### src/rtl/id_ex_stage.sv
// ID/EX pipeline register with valid/ready handshake, load-use stall detection,
// EX/MEM and MEM/WB operand forwarding, and write-back snooping of held operands.
module id_ex_stage (
    input  logic        clk,
    input  logic        rst_n,
    input  logic        in_valid,
    output logic        in_ready,
    input  logic [4:0]  in_rs1_addr,
    input  logic [4:0]  in_rs2_addr,
    input  logic [4:0]  in_rd_addr,
    input  logic [31:0] in_rs1_data,
    input  logic [31:0] in_rs2_data,
    input  logic [31:0] in_imm,
    input  logic [3:0]  in_alu_control,
    input  logic        in_alu_src,
    input  logic        in_reg_write,
    input  logic        in_mem_read,
    input  logic        in_mem_write,
    input  logic        flush,
    input  logic        exmem_reg_write,
    input  logic        exmem_mem_read,
    input  logic [4:0]  exmem_rd,
    input  logic [31:0] exmem_result,
    input  logic        memwb_reg_write,
    input  logic [4:0]  memwb_rd,
    input  logic [31:0] memwb_result,
    output logic        out_valid,
    input  logic        out_ready,
    output logic [31:0] alu_a,
    output logic [31:0] alu_b,
    output logic [3:0]  alu_control,
    output logic [4:0]  out_rd,
    output logic        out_reg_write,
    output logic        out_mem_read,
    output logic        out_mem_write,
    output logic [31:0] store_data
);

    logic        valid_q,       valid_d;
    logic [4:0]  rs1_addr_q,    rs1_addr_d;
    logic [4:0]  rs2_addr_q,    rs2_addr_d;
    logic [4:0]  rd_q,          rd_d;
    logic [31:0] rs1_data_q,    rs1_data_d;
    logic [31:0] rs2_data_q,    rs2_data_d;
    logic [31:0] imm_q,         imm_d;
    logic [3:0]  alu_control_q, alu_control_d;
    logic        alu_src_q,     alu_src_d;
    logic        reg_write_q,   reg_write_d;
    logic        mem_read_q,    mem_read_d;
    logic        mem_write_q,   mem_write_d;

    logic        hazard;
    logic        fire;
    logic        capture;
    logic [31:0] fwd_rs1;
    logic [31:0] fwd_rs2;

    // EX/MEM wins over MEM/WB; a load still in EX/MEM has no result yet.
    function automatic logic [31:0] forward(input logic [4:0] rs, input logic [31:0] held,
                                            input logic ex_rw, input logic ex_mr,
                                            input logic [4:0] ex_rd, input logic [31:0] ex_res,
                                            input logic wb_rw, input logic [4:0] wb_rd,
                                            input logic [31:0] wb_res);
        logic [31:0] r;
        r = held;
        if (rs != 5'd0) begin
            if (ex_rw && (ex_rd == rs) && !ex_mr)
                r = ex_res;
            else if (wb_rw && (wb_rd == rs))
                r = wb_res;
        end
        return r;
    endfunction

    always_comb begin
        hazard = valid_q && exmem_mem_read && exmem_reg_write && (exmem_rd != 5'd0) &&
                 ((exmem_rd == rs1_addr_q) ||
                  ((exmem_rd == rs2_addr_q) && (!alu_src_q || mem_write_q)));
        out_valid = valid_q && !hazard && !flush;
        fire      = out_valid && out_ready;
        in_ready  = !valid_q || fire;
        capture   = in_valid && in_ready;

        fwd_rs1 = forward(rs1_addr_q, rs1_data_q, exmem_reg_write, exmem_mem_read, exmem_rd,
                          exmem_result, memwb_reg_write, memwb_rd, memwb_result);
        fwd_rs2 = forward(rs2_addr_q, rs2_data_q, exmem_reg_write, exmem_mem_read, exmem_rd,
                          exmem_result, memwb_reg_write, memwb_rd, memwb_result);

        alu_a         = fwd_rs1;
        alu_b         = alu_src_q ? imm_q : fwd_rs2;
        store_data    = fwd_rs2;
        alu_control   = alu_control_q;
        out_rd        = rd_q;
        out_reg_write = reg_write_q;
        out_mem_read  = mem_read_q;
        out_mem_write = mem_write_q;
    end

    always_comb begin
        valid_d       = valid_q;
        rs1_addr_d    = rs1_addr_q;
        rs2_addr_d    = rs2_addr_q;
        rd_d          = rd_q;
        rs1_data_d    = rs1_data_q;
        rs2_data_d    = rs2_data_q;
        imm_d         = imm_q;
        alu_control_d = alu_control_q;
        alu_src_d     = alu_src_q;
        reg_write_d   = reg_write_q;
        mem_read_d    = mem_read_q;
        mem_write_d   = mem_write_q;

        if (capture) begin
            valid_d       = 1'b1;
            rs1_addr_d    = in_rs1_addr;
            rs2_addr_d    = in_rs2_addr;
            rd_d          = in_rd_addr;
            rs1_data_d    = in_rs1_data;
            rs2_data_d    = in_rs2_data;
            imm_d         = in_imm;
            alu_control_d = in_alu_control;
            alu_src_d     = in_alu_src;
            reg_write_d   = in_reg_write;
            mem_read_d    = in_mem_read;
            mem_write_d   = in_mem_write;
        end else if (fire) begin
            valid_d = 1'b0;
        end else if (valid_q) begin
            // Stalled: absorb retiring write-backs so the register file value is not lost.
            if (memwb_reg_write && (memwb_rd != 5'd0) && (memwb_rd == rs1_addr_q))
                rs1_data_d = memwb_result;
            if (memwb_reg_write && (memwb_rd != 5'd0) && (memwb_rd == rs2_addr_q))
                rs2_data_d = memwb_result;
        end

        if (flush)
            valid_d = 1'b0;
    end

    always_ff @(posedge clk or negedge rst_n) begin
        if (!rst_n) begin
            valid_q       <= 1'b0;
            rs1_addr_q    <= 5'd0;
            rs2_addr_q    <= 5'd0;
            rd_q          <= 5'd0;
            rs1_data_q    <= 32'd0;
            rs2_data_q    <= 32'd0;
            imm_q         <= 32'd0;
            alu_control_q <= 4'd0;
            alu_src_q     <= 1'b0;
            reg_write_q   <= 1'b0;
            mem_read_q    <= 1'b0;
            mem_write_q   <= 1'b0;
        end else begin
            valid_q       <= valid_d;
            rs1_addr_q    <= rs1_addr_d;
            rs2_addr_q    <= rs2_addr_d;
            rd_q          <= rd_d;
            rs1_data_q    <= rs1_data_d;
            rs2_data_q    <= rs2_data_d;
            imm_q         <= imm_d;
            alu_control_q <= alu_control_d;
            alu_src_q     <= alu_src_d;
            reg_write_q   <= reg_write_d;
            mem_read_q    <= mem_read_d;
            mem_write_q   <= mem_write_d;
        end
    end

endmodule
### config.mk
export PLATFORM = sky130hd
export DESIGN_NAME = id_ex_stage
export DESIGN_NICKNAME = d
export VERILOG_FILES = /design/src/rtl/id_ex_stage.sv
export SDC_FILE = /design/constraint.sdc
export NUM_CORES = 1
export LEC_CHECK = 0
export ABC_CLOCK_PERIOD_IN_PS = 3300
export CAP_MARGIN = 20
export CORE_UTILIZATION = 35
export CTS_CLUSTER_SIZE = 16
export DETAILED_ROUTE_END_ITERATION = 10
export HOLD_SLACK_MARGIN = 0.06
export PLACE_DENSITY = 0.69
export SLEW_MARGIN = 20
export SYNTH_ARGS = -nofsm -noshare
export SYNTH_HDL_FRONTEND = slang
export SYNTH_SLANG_ARGS = --single-unit
export TNS_END_PERCENT = 10
### constraint.sdc
create_clock -name clk -period 3.3 [get_ports clk]
set_input_delay 0.66 -clock clk [delete_from_list [all_inputs] [get_ports clk]]
set_output_delay 0.66 -clock clk [all_outputs]
set_load 0.05 [all_outputs]
# Word-level counts from Yosys, hierarchy flattened
# Index checks and enable logic that the tools add are counted.
# Widths: inputs -> output; s select.
[op_classes]
n_eq_ne = 5
n_mux = 18
n_reduce_logical = 36
[ops]
columns = ["cell", "n"]
rows = [
  ["$mux 32", 15],
  ["$eq 5x5->1", 4],
  ["$reduce_bool 5->1", 4],
  ["$logic_and 1x1->1", 18],
  ["$reduce_and 3->1", 2],
  ["$reduce_bool 2->1", 3],
  ["$logic_not 1->1", 5],
  ["$logic_or 1x1->1", 3],
  ["$mux 1", 3],
  ["$reduce_bool 3->1", 1],
  ["$ne 2x1->1 const B", 1],
]
[totals]
reg_bits = 120
output_inout_bits = 110

# Depth between registers and ports, before layout
# Gate-level depths: netlist of run 1.
[depth]
word_depth = 13
ltp_mapped = 9
mapped_depth_nobuf = 7

# Least setup slack after synthesis of run 1
# OpenSTA, ideal clock, no wires.
[synth_path]
path_type = "in2out"
from = "input exmem_rd[2]"
to = "output alu_b[10]"
t_arrival_ps = 3188
required_ps = 2640
setup_slack_ps = -548
cell_stages = 8
path_buffers = 1
cell_sequence = "xor2_1 -> nor3_1 -> nand4b_1 -> a21boi_1 -> clkbuf_1 -> nor2_1 -> a21oi_1 -> mux2_2"
[synth_between]
elab_chain_cells = 6
[synth_rtl]
columns = ["item", "line", "source"]
rows = [
  ["from (decl)", "22", "input logic [4:0] exmem_rd,"],
  ["$eq 5x5->1", "67", "if (ex_rw && (ex_rd == rs) && !ex_mr)"],
  ["$logic_and 1x1->1 (2 in series)", "67", ""],
  ["$mux 32", "67", ""],
  ["$mux 32", "66", "if (rs != 5'd0) begin"],
  ["net store_data[10]", "36", "output logic [31:0] store_data"],
  ["$mux 32", "90", "alu_b = alu_src_q ? imm_q : fwd_rs2;"],
  ["to (decl)", "30", "output logic [31:0] alu_b,"],
]
# The timed path passes the listed nets, and every way through them passes these cells.

# Worst setup path in the final report of run 1
[layout_path]
from = "register rs2_addr_q[2]"
to = "output alu_b[13]"
[layout_between]
elab_chain_cells = 6
word_cells_on_any_way = 10
classes_between = "eq/ne (2); mux (4); reduce/logical (4)"
[layout_rtl]
columns = ["item", "line", "source"]
rows = [
  ["from (decl)", "41", "logic [4:0] rs2_addr_q, rs2_addr_d;"],
  ["from (signal assigned)", "157", "rs2_addr_q <= rs2_addr_d;"],
  ["$eq 5x5->1, on equally long branches", "69, 67", ""],
  ["$logic_and 1x1->1, on equally long branches", "69, 67", ""],
  ["$mux 32 / $logic_and 1x1->1 (equally long branches)", "69, 67", ""],
  ["$mux 32", "67", ""],
  ["$mux 32 *", "66", ""],
  ["$mux 32 *", "90", ""],
]
# Every way passes the cells marked *; elsewhere a longest branch is shown, timed or not.

==> results.py, run 1 <==
metrics = {
    "outcome": {
        "outcome": "complete, but fails checks",
        "violations": "negative setup slack",
    },
    "yosys": {
        "synth_edf_count": 0,
        "synth_top_area_share": 0.427,
        "ys_seq_area_frac": 0.427,
        "ys_top_cells_by_count": "120 x dfrtp_1, 102 x nor2_1, 97 x a21oi_1, 64 x mux2i_1, 51 x mux2_2",
        "synthSimpleGateAreaFrac": 0.0896,
        "synth_area_mm2": 0.00703,
        "yosysMostFrequentCell": "dfrtp_1",
        "synthArstFlopShare": 1.00,
        "post_synth_xor_area_fraction": 0.0249,
        "synth-compound-area-share": 0.165,
        "synth_top_family_by_area": "multiplexers",
        "synth_largest_area_cell": "dfrtp_1",
        "synthMuxAreaShare": 0.250,
        "syn_nets": 906,
        "yosysWarnings": 0,
        "netlist_instances": 705,
        "synth_flop_cell": "dfrtp_1",
        "synthTopCellsByArea": "dfrtp_1 43%, mux2i_1 9.1%, mux2_2 8.2%, mux2_4 7.7%, a21oi_1 6.9%",
        "yosysUniqueCellTypes": 30,
        "avgSynthCellArea_um2": 9.98,
        "synth_adder_area_share": 0,
        "synth.ff_latch_count": 120,
    },
    "floorplanning": {
        "die-area_mm2": 0.0207,
        "io_pins": 311,
        "die_y_um": 144,
        "rows": 51,
        "chipWidth_um": 144,
        "core_mm2": 0.0196,
        "start_util": 0.359,
    },
    "timing": {
        "finClkSkew_ps": 11.9,
        "setup_viol": 40,
        "drv_slew": 0,
        "min_period_ps": 3370,
        "fin_crit_sh": 1.02,
        "finalHoldViolCount": 0,
        "rsz0062_at_grt": "yes",
        "holdWs_ps": 186,
        "tightestPinTransition_ps": 741,
        "timing.slew.headroom": 0.506,
        "fin_ws_ps": -73.4,
        "fmax_mhz": 296,
    },
    "critical_path": {
        "max_stage_delay_ps": 420,
        "worst-path-max-fanout": 8,
        "timing.rr.start": "rs2_addr_q[2]",
        "crit_top_cell": "buf_12",
        "critical_path_required_ps": 2640,
        "r2r_end": "rs2_data_q[21]",
        "cpMaxStageDelayCell": "dfrtp_1",
        "crit_chain": "xor2_1 -> nor4_2 -> nand3_1 -> buf_6 -> a21boi_4 -> buf_12 -> buf_12 -> nor2_2 -> a21oi_2 -> mux2_4 -> buf_12",
        "rr_worst_depth": 11,
        "critPathCaptureType": "primary output",
        "critPathKind": "reg2out",
        "timing.reg2reg.setup_slack_ps": 770,
        "crit_path_start_kind": "register",
        "crit_arrival_ps": 2710,
    },
    "worst_hold_path": {
        "worstHoldPathType": "in2async",
    },
    "routing": {
        "ant_nets": 0,
        "drt-initial-drc-count": 454,
        "drt_wl_total_mm": 28.4,
        "num_vias": 7221,
        "wl_per_cell_um": 20.6,
        "drc": 0,
        "via_per_inst": 5.23,
        "drt_pass1_iterations": 5,
    },
    "placement": {
        "gp_congestion": 0.815,
        "io_buffers": 310,
        "dp.final_hpwl_mm": 19.4,
    },
    "global_route": {
        "grt_pass1_wl_mm": 42.2,
        "grt_max_degree": 89,
        "grt_pass1_vias": 7490,
        "grt.overflow.total": 0,
        "grt_antenna_before_repair": 0,
        "track_usage": 0.273,
    },
    "clock_tree": {
        "cts-htree-levels": 4,
        "tritoncts": "built",
        "clock_latency_ps": 420,
        "clkSinkCount": 120,
        "cts-root-buf": "clkbuf_16",
        "path_clk_slew_ps": 60,
        "cts_buffers": 17,
        "clk_path_buf_depth": 2,
        "postCtsHoldBufs": 0,
    },
    "run": {
        "maxCapViolCount": 0,
    },
    "power": {
        "p_per_area_mw_per_mm2": 536,
        "p_leak_nw": 6.18,
        "ir_drop_mv": 0.348,
        "total_power_mw": 7.24,
    },
    "cells_and_area": {
        "syn_to_final_growth_pct": 91.9,
        "seq_area_mm2": 0.00301,
        "layout.nets": 1302,
        "nFillCells": 1453,
        "fin_util": 0.689,
        "multiInputGateArea_mm2": 0.00446,
        "final_layout_size_suffix_gt1_frac": 0.420,
    },
}
power breakdown:
part | total (mW) | internal, mW | switching [mW]
registers | 1.85 | 1.68 | 0.171
logic | 3.41 | 1.68 | 1.73
clock network | 1.98 | 1.25 | 0.733
total | 7.24 | 4.61 | 2.63
metal layers:
metal / vias up / part of all wire / GRT usage
met5: - / 0 / 0
met4: 0 / 0.018 / 0.0929
met3: 41 / 0.074 / 0.0736
met2: 276 / 0.50 / 0.462
met1: 3560 / 0.41 / 0.333
li1: 3344 / - / -
stage by stage:
stage               TNS (ps)  worst slack (ps)  instances  cell area (um2)
global route          -10590              -203       1379            13500
floorplan             -14080              -344        705             7230
global placement      -27410              -470       1323            11900
detailed placement    -26450              -480       1323            11900
CTS                     -152             -21.1       1370            13100
finish                 -1350             -73.4       1380            13500
critical path: cells and delay by family, from the launching register on:
family / cells / cell delay, ps
buf+inv: 4 / 570
compound gates: 2 / 370
mux: 1 / 200
xor+xnor: 1 / 170
flops: 1 / 420
simple gates: 3 / 560
worst max-delay path by stage:
| stage | startpoint | endpoint | slack (ps) | depth (start not counted) |
|---|---|---|---|---|
| after floorplan | exmem_rd[3] | alu_a[11] | -340 | 7 |
| after global placement | memwb_rd[1] | alu_a[11] | -470 | 10 |
| after detailed placement | memwb_rd[1] | alu_a[11] | -480 | 10 |
| after CTS | rs2_addr_q[3] | alu_b[17] | -20 | 11 |
| after global routing | rs2_addr_q[2] | alu_b[13] | -200 | 11 |
| final | rs2_addr_q[2] | alu_b[13] | -70 | 11 |
cell type report:
class                           instances  share of cell area
Timing Repair Buffer                  431               0.375
Multi-Input combinational cell        528               0.331
Sequential cell                       120               0.223
Clock buffer                           21              0.0348
Tap cell                              265              0.0246
Clock inverter                         11              0.0108
Inverter                                3            0.000834
Antenna cell                            1            0.000185
logic make-up (layout without fill, tap and decap cells):
| family | after synthesis | after routing |
|---|---|---|
| other | 0 | 1 |
| DFF | 120 | 120 |
| xor gates and xnor gates | 20 | 20 |
| AOI/OAI and AO/OA | 203 | 203 |
| muxes | 151 | 151 |
| and+or+nand+nor | 154 | 154 |
| buffers and inverters | 57 | 466 |
sequential cells by signal, summed over array words and instances (netlist names):
name and flops:
valid_q 1, out_reg_write 1, rs1_data_q 32, alu_control 4, out_mem_read 1, out_rd 5, imm_q 32, rs1_addr_q 5
rs2_data_q 32, alu_src_q 1, rs2_addr_q 5, out_mem_write 1
repair_timing:
action | 4_1_cts | 5_1_grt
buffers inserted | 11 | 10
pin swaps | 19 | 17
resized for setup | 130 | 96
setup endpoints to repair | 96 | 96
gates cloned | 4 | 2
placed cells by master, fill, tap and decap left out, types with 3 or more instances in the layout:
| cell | instances |
|---|---|
| clkinv_4 | 3 |
| buf_2 | 5 |
| nand2b_1 | 3 |
| nor2_1 | 84 |
| a22oi_1 | 13 |
| o21ai_0 | 5 |
| dfrtp_2 | 4 |
| mux2i_1 | 64 |
| nor2_4 | 10 |
| dlygate4sd2_1 | 3 |
| clkbuf_16 | 19 |
| o21ai_1 | 13 |
| nand2_1 | 26 |
| clkinv_2 | 3 |
| o22ai_1 | 23 |
| o22ai_2 | 9 |
| buf_4 | 88 |
| clkbuf_8 | 3 |
| xor2_1 | 15 |
| mux2_2 | 19 |
| or4_1 | 3 |
| buf_12 | 85 |
| clkdlybuf4s50_1 | 201 |
| inv_1 | 3 |
| a21oi_4 | 8 |
| bufinv_16 | 3 |
| dfrtp_1 | 116 |
| a21oi_1 | 66 |
| nand2_2 | 6 |
| a22oi_2 | 19 |
| mux2_4 | 68 |
| nor2_2 | 8 |
| o21ai_2 | 17 |
| a21oi_2 | 24 |
| buf_6 | 41 |
No activity file was read; power rests on OpenSTA's default activity.
==> inputs of run 2 (changes only) <==
--- a/config.mk
+++ b/config.mk
@@ -5,13 +5,13 @@
 export SDC_FILE = /design/constraint.sdc
 export NUM_CORES = 1
 export LEC_CHECK = 0
-export ABC_CLOCK_PERIOD_IN_PS = 3300
+export ABC_CLOCK_PERIOD_IN_PS = 3000
 export CAP_MARGIN = 20
 export CORE_UTILIZATION = 35
 export CTS_CLUSTER_SIZE = 16
 export DETAILED_ROUTE_END_ITERATION = 10
 export HOLD_SLACK_MARGIN = 0.06
-export PLACE_DENSITY = 0.69
+export PLACE_DENSITY = 0.71
 export SLEW_MARGIN = 20
 export SYNTH_ARGS = -nofsm -noshare
 export SYNTH_HDL_FRONTEND = slang
==> constraint.sdc (replaced) <==
create_clock -name clk -period 3 [get_ports clk]
set_input_delay 0.6 -clock clk [delete_from_list [all_inputs] [get_ports clk]]
set_output_delay 0.6 -clock clk [all_outputs]
set_load 0.05 [all_outputs]
==> results.py, run 2 (same netlist as run 1, synthesis figures left out) <==
metrics = {
    "power": {
        "switching_share": 0.373,
        "p_clk_frac": 0.255,
        "p_leak_nw": 6.20,
        "seqPwrFrac": 0.254,
        "ir_drop_mv": 0.398,
        "switchingPower_mw": 2.96,
        "combPwrFrac": 0.491,
        "total_power_mw": 7.93,
        "p_int_mw": 4.98,
        "p_per_area_mw_per_mm2": 569,
    },
    "floorplanning": {
        "io_pins": 311,
        "chipWidth_um": 144,
        "rows": 51,
        "die_y_um": 144,
        "die-area_mm2": 0.0207,
        "core_mm2": 0.0196,
        "start_util": 0.359,
    },
    "routing": {
        "drt-initial-drc-count": 294,
        "via_per_inst": 5.26,
        "wl_per_cell_um": 21.2,
        "ant_nets": 0,
        "drc": 0,
        "drt_pass1_iterations": 4,
        "drt_wl_total_mm": 29.0,
        "num_vias": 7216,
    },
    "global_route": {
        "track_usage": 0.279,
        "grt_pass1_wl_mm": 43.0,
        "grt.overflow.total": 0,
        "grt_antenna_before_repair": 0,
        "grt_pass1_vias": 7706,
        "grt_max_degree": 66,
    },
    "timing": {
        "fin_ws_ps": -265,
        "tightestPinTransition_ps": 593,
        "fmax_mhz": 306,
        "fin_crit_sh": 1.09,
        "finClkSkew_ps": 10.2,
        "min_period_ps": 3270,
        "rsz0062_at_grt": "yes",
        "timing.slew.headroom": 0.605,
        "finalHoldViolCount": 0,
        "drv_slew": 0,
        "fin_setup_tns_ps": -15570,
        "setup_viol": 98,
    },
    "run": {
        "maxCapViolCount": 0,
    },
    "cells_and_area": {
        "reg_top3": "imm_q x32, rs1_data_q x32, rs2_data_q x32",
        "diodes": 0,
        "nFillCells": 1369,
        "final_common_cell": "clkdlybuf4s50_1",
        "layout.nets": 1294,
        "syn_to_final_growth_pct": 98.3,
        "final_layout_size_suffix_gt1_frac": 0.421,
        "final_cell_mix": "201 x clkdlybuf4s50_1, 118 x dfrtp_1, 88 x buf_12",
    },
    "placement": {
        "gp_congestion": 0.849,
        "dp.final_hpwl_mm": 19.7,
        "io_buffers": 310,
    },
    "critical_path": {
        "critPathKind": "reg2out",
        "crit_path_start_kind": "register",
        "critPathCaptureType": "primary output",
        "worst-path-max-fanout": 8,
        "critical_path_required_ps": 2400,
        "crit_arrival_ps": 2670,
    },
    "clock_tree": {
        "cts-htree-levels": 4,
        "clkSinkCount": 120,
        "cts-root-buf": "clkbuf_16",
        "path_clk_slew_ps": 60,
        "cts_buffers": 17,
        "clk_path_buf_depth": 2,
        "clock_latency_ps": 420,
        "tritoncts": "built",
    },
    "outcome": {
        "outcome": "complete, but fails checks",
        "violations": "negative setup slack",
    },
    "worst_hold_path": {
        "worstHoldPathType": "reg2reg",
    },
}
-- run 2: area by class of cell --
class	instances	area, um2	share of cell area
inverters	3	11.3	0.000807
well taps	265	332	0.0238
flip-flops and latches	120	3010	0.215
multi-input cells	528	4930	0.353
repair buffers	423	5090	0.365
clock buffers	18	429	0.0308
clock inverters	14	153	0.0109
-- run 2: timing repair --
action	CTS	global route
pin swaps	33	41
buffers inserted	16	2
endpoints found under the setup margin	98	98
endpoints found under the hold margin	12	0
gates cloned	5	1
hold buffers	1	0
resized for setup	163	80
-- run 2: per-layer routing --
| layer | GRT usage | up-vias | share of wire |
|---|---|---|---|
| li1 | - | 3317 | - |
| met1 | 0.334 | 3538 | 0.40 |
| met2 | 0.475 | 295 | 0.50 |
| met3 | 0.0656 | 66 | 0.066 |
| met4 | 0.127 | 0 | 0.034 |
| met5 | 0 | - | 0 |
-- run 2: path summary, 6_finish.rpt --
kind                               start             to  slack [ps]  cells past startpoint
setup / recovery           rs2_addr_q[2]      alu_b[23]        -270                     12
hold / removal              out_mem_read   out_mem_read         500                      1
setup reg to reg           rs2_addr_q[2]  rs2_addr_q[1]         110                     14
hold reg to reg             out_mem_read   out_mem_read         500                      1
max in group asynchronous          rst_n      alu_src_q        1570                      3
min in group asynchronous          rst_n   out_mem_read         570                      2
-- run 2: worst max-delay path, stage by stage (launching register included) --
cell and delay (ps):
dfrtp_2 440, buf_6 130, xor2_1 160, nor3_2 220
nand4b_1 150, buf_6 170, a21boi_4 170, buf_12 140
buf_12 140, nor2_2 60, a21oi_4 150, mux2_4 190
buf_12 130
-- run 2: power groups by stage --
stage	Sequential, mW	Combinational, mW	Clock (mW)
after floorplan	2.06	1.84	0
after global placement	2.00	3.58	0
after detailed placement	2.02	3.61	0
after CTS	2.00	3.82	2.06
after global routing	2.04	4.06	2.15
final	2.01	3.90	2.02
-- run 2: through the flow --
| stage | worst slack, ps | hold slack, ps | area, um2 | instances | utilization |
|---|---|---|---|---|---|
| CTS | -329 | 506 | 13700 | 1373 | 0.699 |
| global placement | -515 | 469 | 12200 | 1320 | 0.622 |
| detailed placement | -533 | 470 | 12200 | 1320 | 0.622 |
| floorplan | -218 | 304 | 7470 | 705 | - |
| finish | -265 | 504 | 14000 | 1371 | 0.712 |
| global route | -355 | 519 | 14000 | 1371 | 0.712 |
==> inputs of run 3 (changes only) <==
--- a/config.mk
+++ b/config.mk
@@ -7,11 +7,11 @@
 export LEC_CHECK = 0
 export ABC_CLOCK_PERIOD_IN_PS = 3000
 export CAP_MARGIN = 20
-export CORE_UTILIZATION = 35
+export CORE_UTILIZATION = 39
 export CTS_CLUSTER_SIZE = 16
 export DETAILED_ROUTE_END_ITERATION = 10
 export HOLD_SLACK_MARGIN = 0.06
-export PLACE_DENSITY = 0.71
+export PLACE_DENSITY = 0.78
 export SLEW_MARGIN = 20
 export SYNTH_ARGS = -nofsm -noshare
 export SYNTH_HDL_FRONTEND = slang
==> results.py, run 3 (same netlist as run 1, synthesis figures left out) <==
metrics = {
    "cells_and_area": {
        "layout.nets": 1289,
        "fin_util": 0.795,
        "final_cell_mix": "201 x clkdlybuf4s50_1, 117 x dfrtp_1, 88 x nor2_1",
        "final_common_cell": "clkdlybuf4s50_1",
        "seq_area_mm2": 0.00301,
        "nFillCells": 961,
        "fin_cells": 1326,
        "reg_top3": "imm_q x32, rs1_data_q x32, rs2_data_q x32",
        "multiInputGateArea_mm2": 0.00491,
        "syn_to_final_growth_pct": 97.5,
        "final_layout_size_suffix_gt1_frac": 0.437,
        "fin_area_mm2": 0.0139,
    },
    "clock_tree": {
        "postCtsHoldBufs": 0,
        "cts-htree-levels": 4,
        "clock_latency_ps": 420,
        "clk_path_buf_depth": 2,
        "clkSinkCount": 120,
        "cts-root-buf": "clkbuf_16",
        "cts_buffers": 17,
        "path_clk_slew_ps": 50,
        "tritoncts": "built",
    },
    "routing": {
        "drt-initial-drc-count": 383,
        "drt_pass1_iterations": 5,
        "num_vias": 7431,
        "via_per_inst": 5.60,
        "ant_nets": 0,
        "wl_per_cell_um": 23.0,
        "drc": 0,
        "drt_wl_total_mm": 30.5,
    },
    "critical_path": {
        "worst-path-max-fanout": 8,
        "timing.rr.start": "rs1_addr_q[3]",
        "critical_path_required_ps": 2400,
        "crit_path_start_kind": "register",
        "startpoint": "rs2_addr_q[2]",
        "critPathCaptureType": "primary output",
        "crit_arrival_ps": 2620,
        "critPathKind": "reg2out",
    },
    "floorplanning": {
        "io_pins": 311,
        "core_mm2": 0.0175,
        "die-area_mm2": 0.0186,
        "die_y_um": 136,
        "start_util": 0.402,
        "chipWidth_um": 136,
        "rows": 48,
    },
    "timing": {
        "fin_crit_sh": 1.07,
        "fin_ws_ps": -223,
        "min_period_ps": 3220,
        "setup_viol": 96,
        "rsz0062_at_grt": "yes",
        "drv_slew": 0,
        "fmax_mhz": 310,
        "holdWs_ps": 211,
        "timing.slew.headroom": 0.539,
        "finClkSkew_ps": 8.80,
        "fin_setup_tns_ps": -11370,
        "finalHoldViolCount": 0,
        "tightestPinTransition_ps": 692,
    },
    "worst_hold_path": {
        "worstHoldPathType": "in2async",
    },
    "power": {
        "p_leak_nw": 6.22,
        "p_clk_frac": 0.267,
        "p_int_mw": 5.18,
        "combPwrFrac": 0.480,
        "switchingPower_mw": 2.93,
        "total_power_mw": 8.11,
        "seqPwrFrac": 0.253,
        "ir_drop_mv": 0.412,
        "switching_share": 0.361,
        "p_per_area_mw_per_mm2": 584,
    },
    "placement": {
        "io_buffers": 310,
        "gp_congestion": 0.880,
        "place_area_mm2": 0.0120,
        "placed_cells": 1276,
        "place_ws_ps": -530,
        "dp.final_hpwl_mm": 19.8,
    },
    "run": {
        "maxCapViolCount": 0,
    },
    "outcome": {
        "outcome": "complete, but fails checks",
        "violations": "negative setup slack",
    },
    "global_route": {
        "grt_pass1_vias": 7895,
        "grt_antenna_before_repair": 2,
        "track_usage": 0.324,
        "grt_pass1_wl_mm": 44.3,
        "grt_max_degree": 61,
        "grt.overflow.total": 0,
    },
}
[run 3: path summary, 6_finish.rpt]
check / end / slack (ps) / cells after the start
worst min register to register: alu_control[1] / 510 / 1
worst max register to register: rs1_data_q[18] / 510 / 10
max in group asynchronous: rs1_addr_q[0] / 2120 / 2
worst max-delay path: alu_b[9] / -220 / 9
worst min-delay path: alu_control[3] / 210 / 1
min in group clk: alu_control[1] / 510 / 1
[run 3: layer usage]
layer	track usage	vias up	part of all wire
li1	-	3315	-
met1	0.362	3632	0.37
met2	0.574	399	0.52
met3	0.0660	85	0.073
met4	0.174	0	0.039
met5	0	-	0
[run 3: timing repair]
item,CTS,global route
buffers inserted,11,1
setup endpoints to repair,98,96
gates resized for setup,201,43
cloned,6,1
pin swaps,13,35
[run 3: power groups by stage]
stage                     combinational [mW]  clock (mW)  sequential, mW
after global routing                    4.04        2.26            2.07
after detailed placement                3.57           0            2.05
after CTS                               3.83        2.20            2.03
final                                   3.89        2.17            2.05
after floorplan                         1.84           0            2.06
after global placement                  3.52           0            2.03
[run 3: critical path, stage by stage (launching register included)]
cell and delay, ps:
dfrtp_2 430, xor2_1 150, nor4_1 250, nand3_1 170, nand2b_4 260, clkbuf_16 230
o22ai_2 170, a21oi_4 90, mux2_4 300, buf_12 150
[run 3: final cells by class]
| class | count | area share |
|---|---|---|
| multi-input combinational | 528 | 0.353 |
| inverter | 3 | 0.000811 |
| sequential | 120 | 0.216 |
| timing repair buffer | 418 | 0.364 |
| tap | 225 | 0.0203 |
| antenna | 2 | 0.000360 |
| clock buffer | 22 | 0.0341 |
| clock inverter | 8 | 0.0104 |
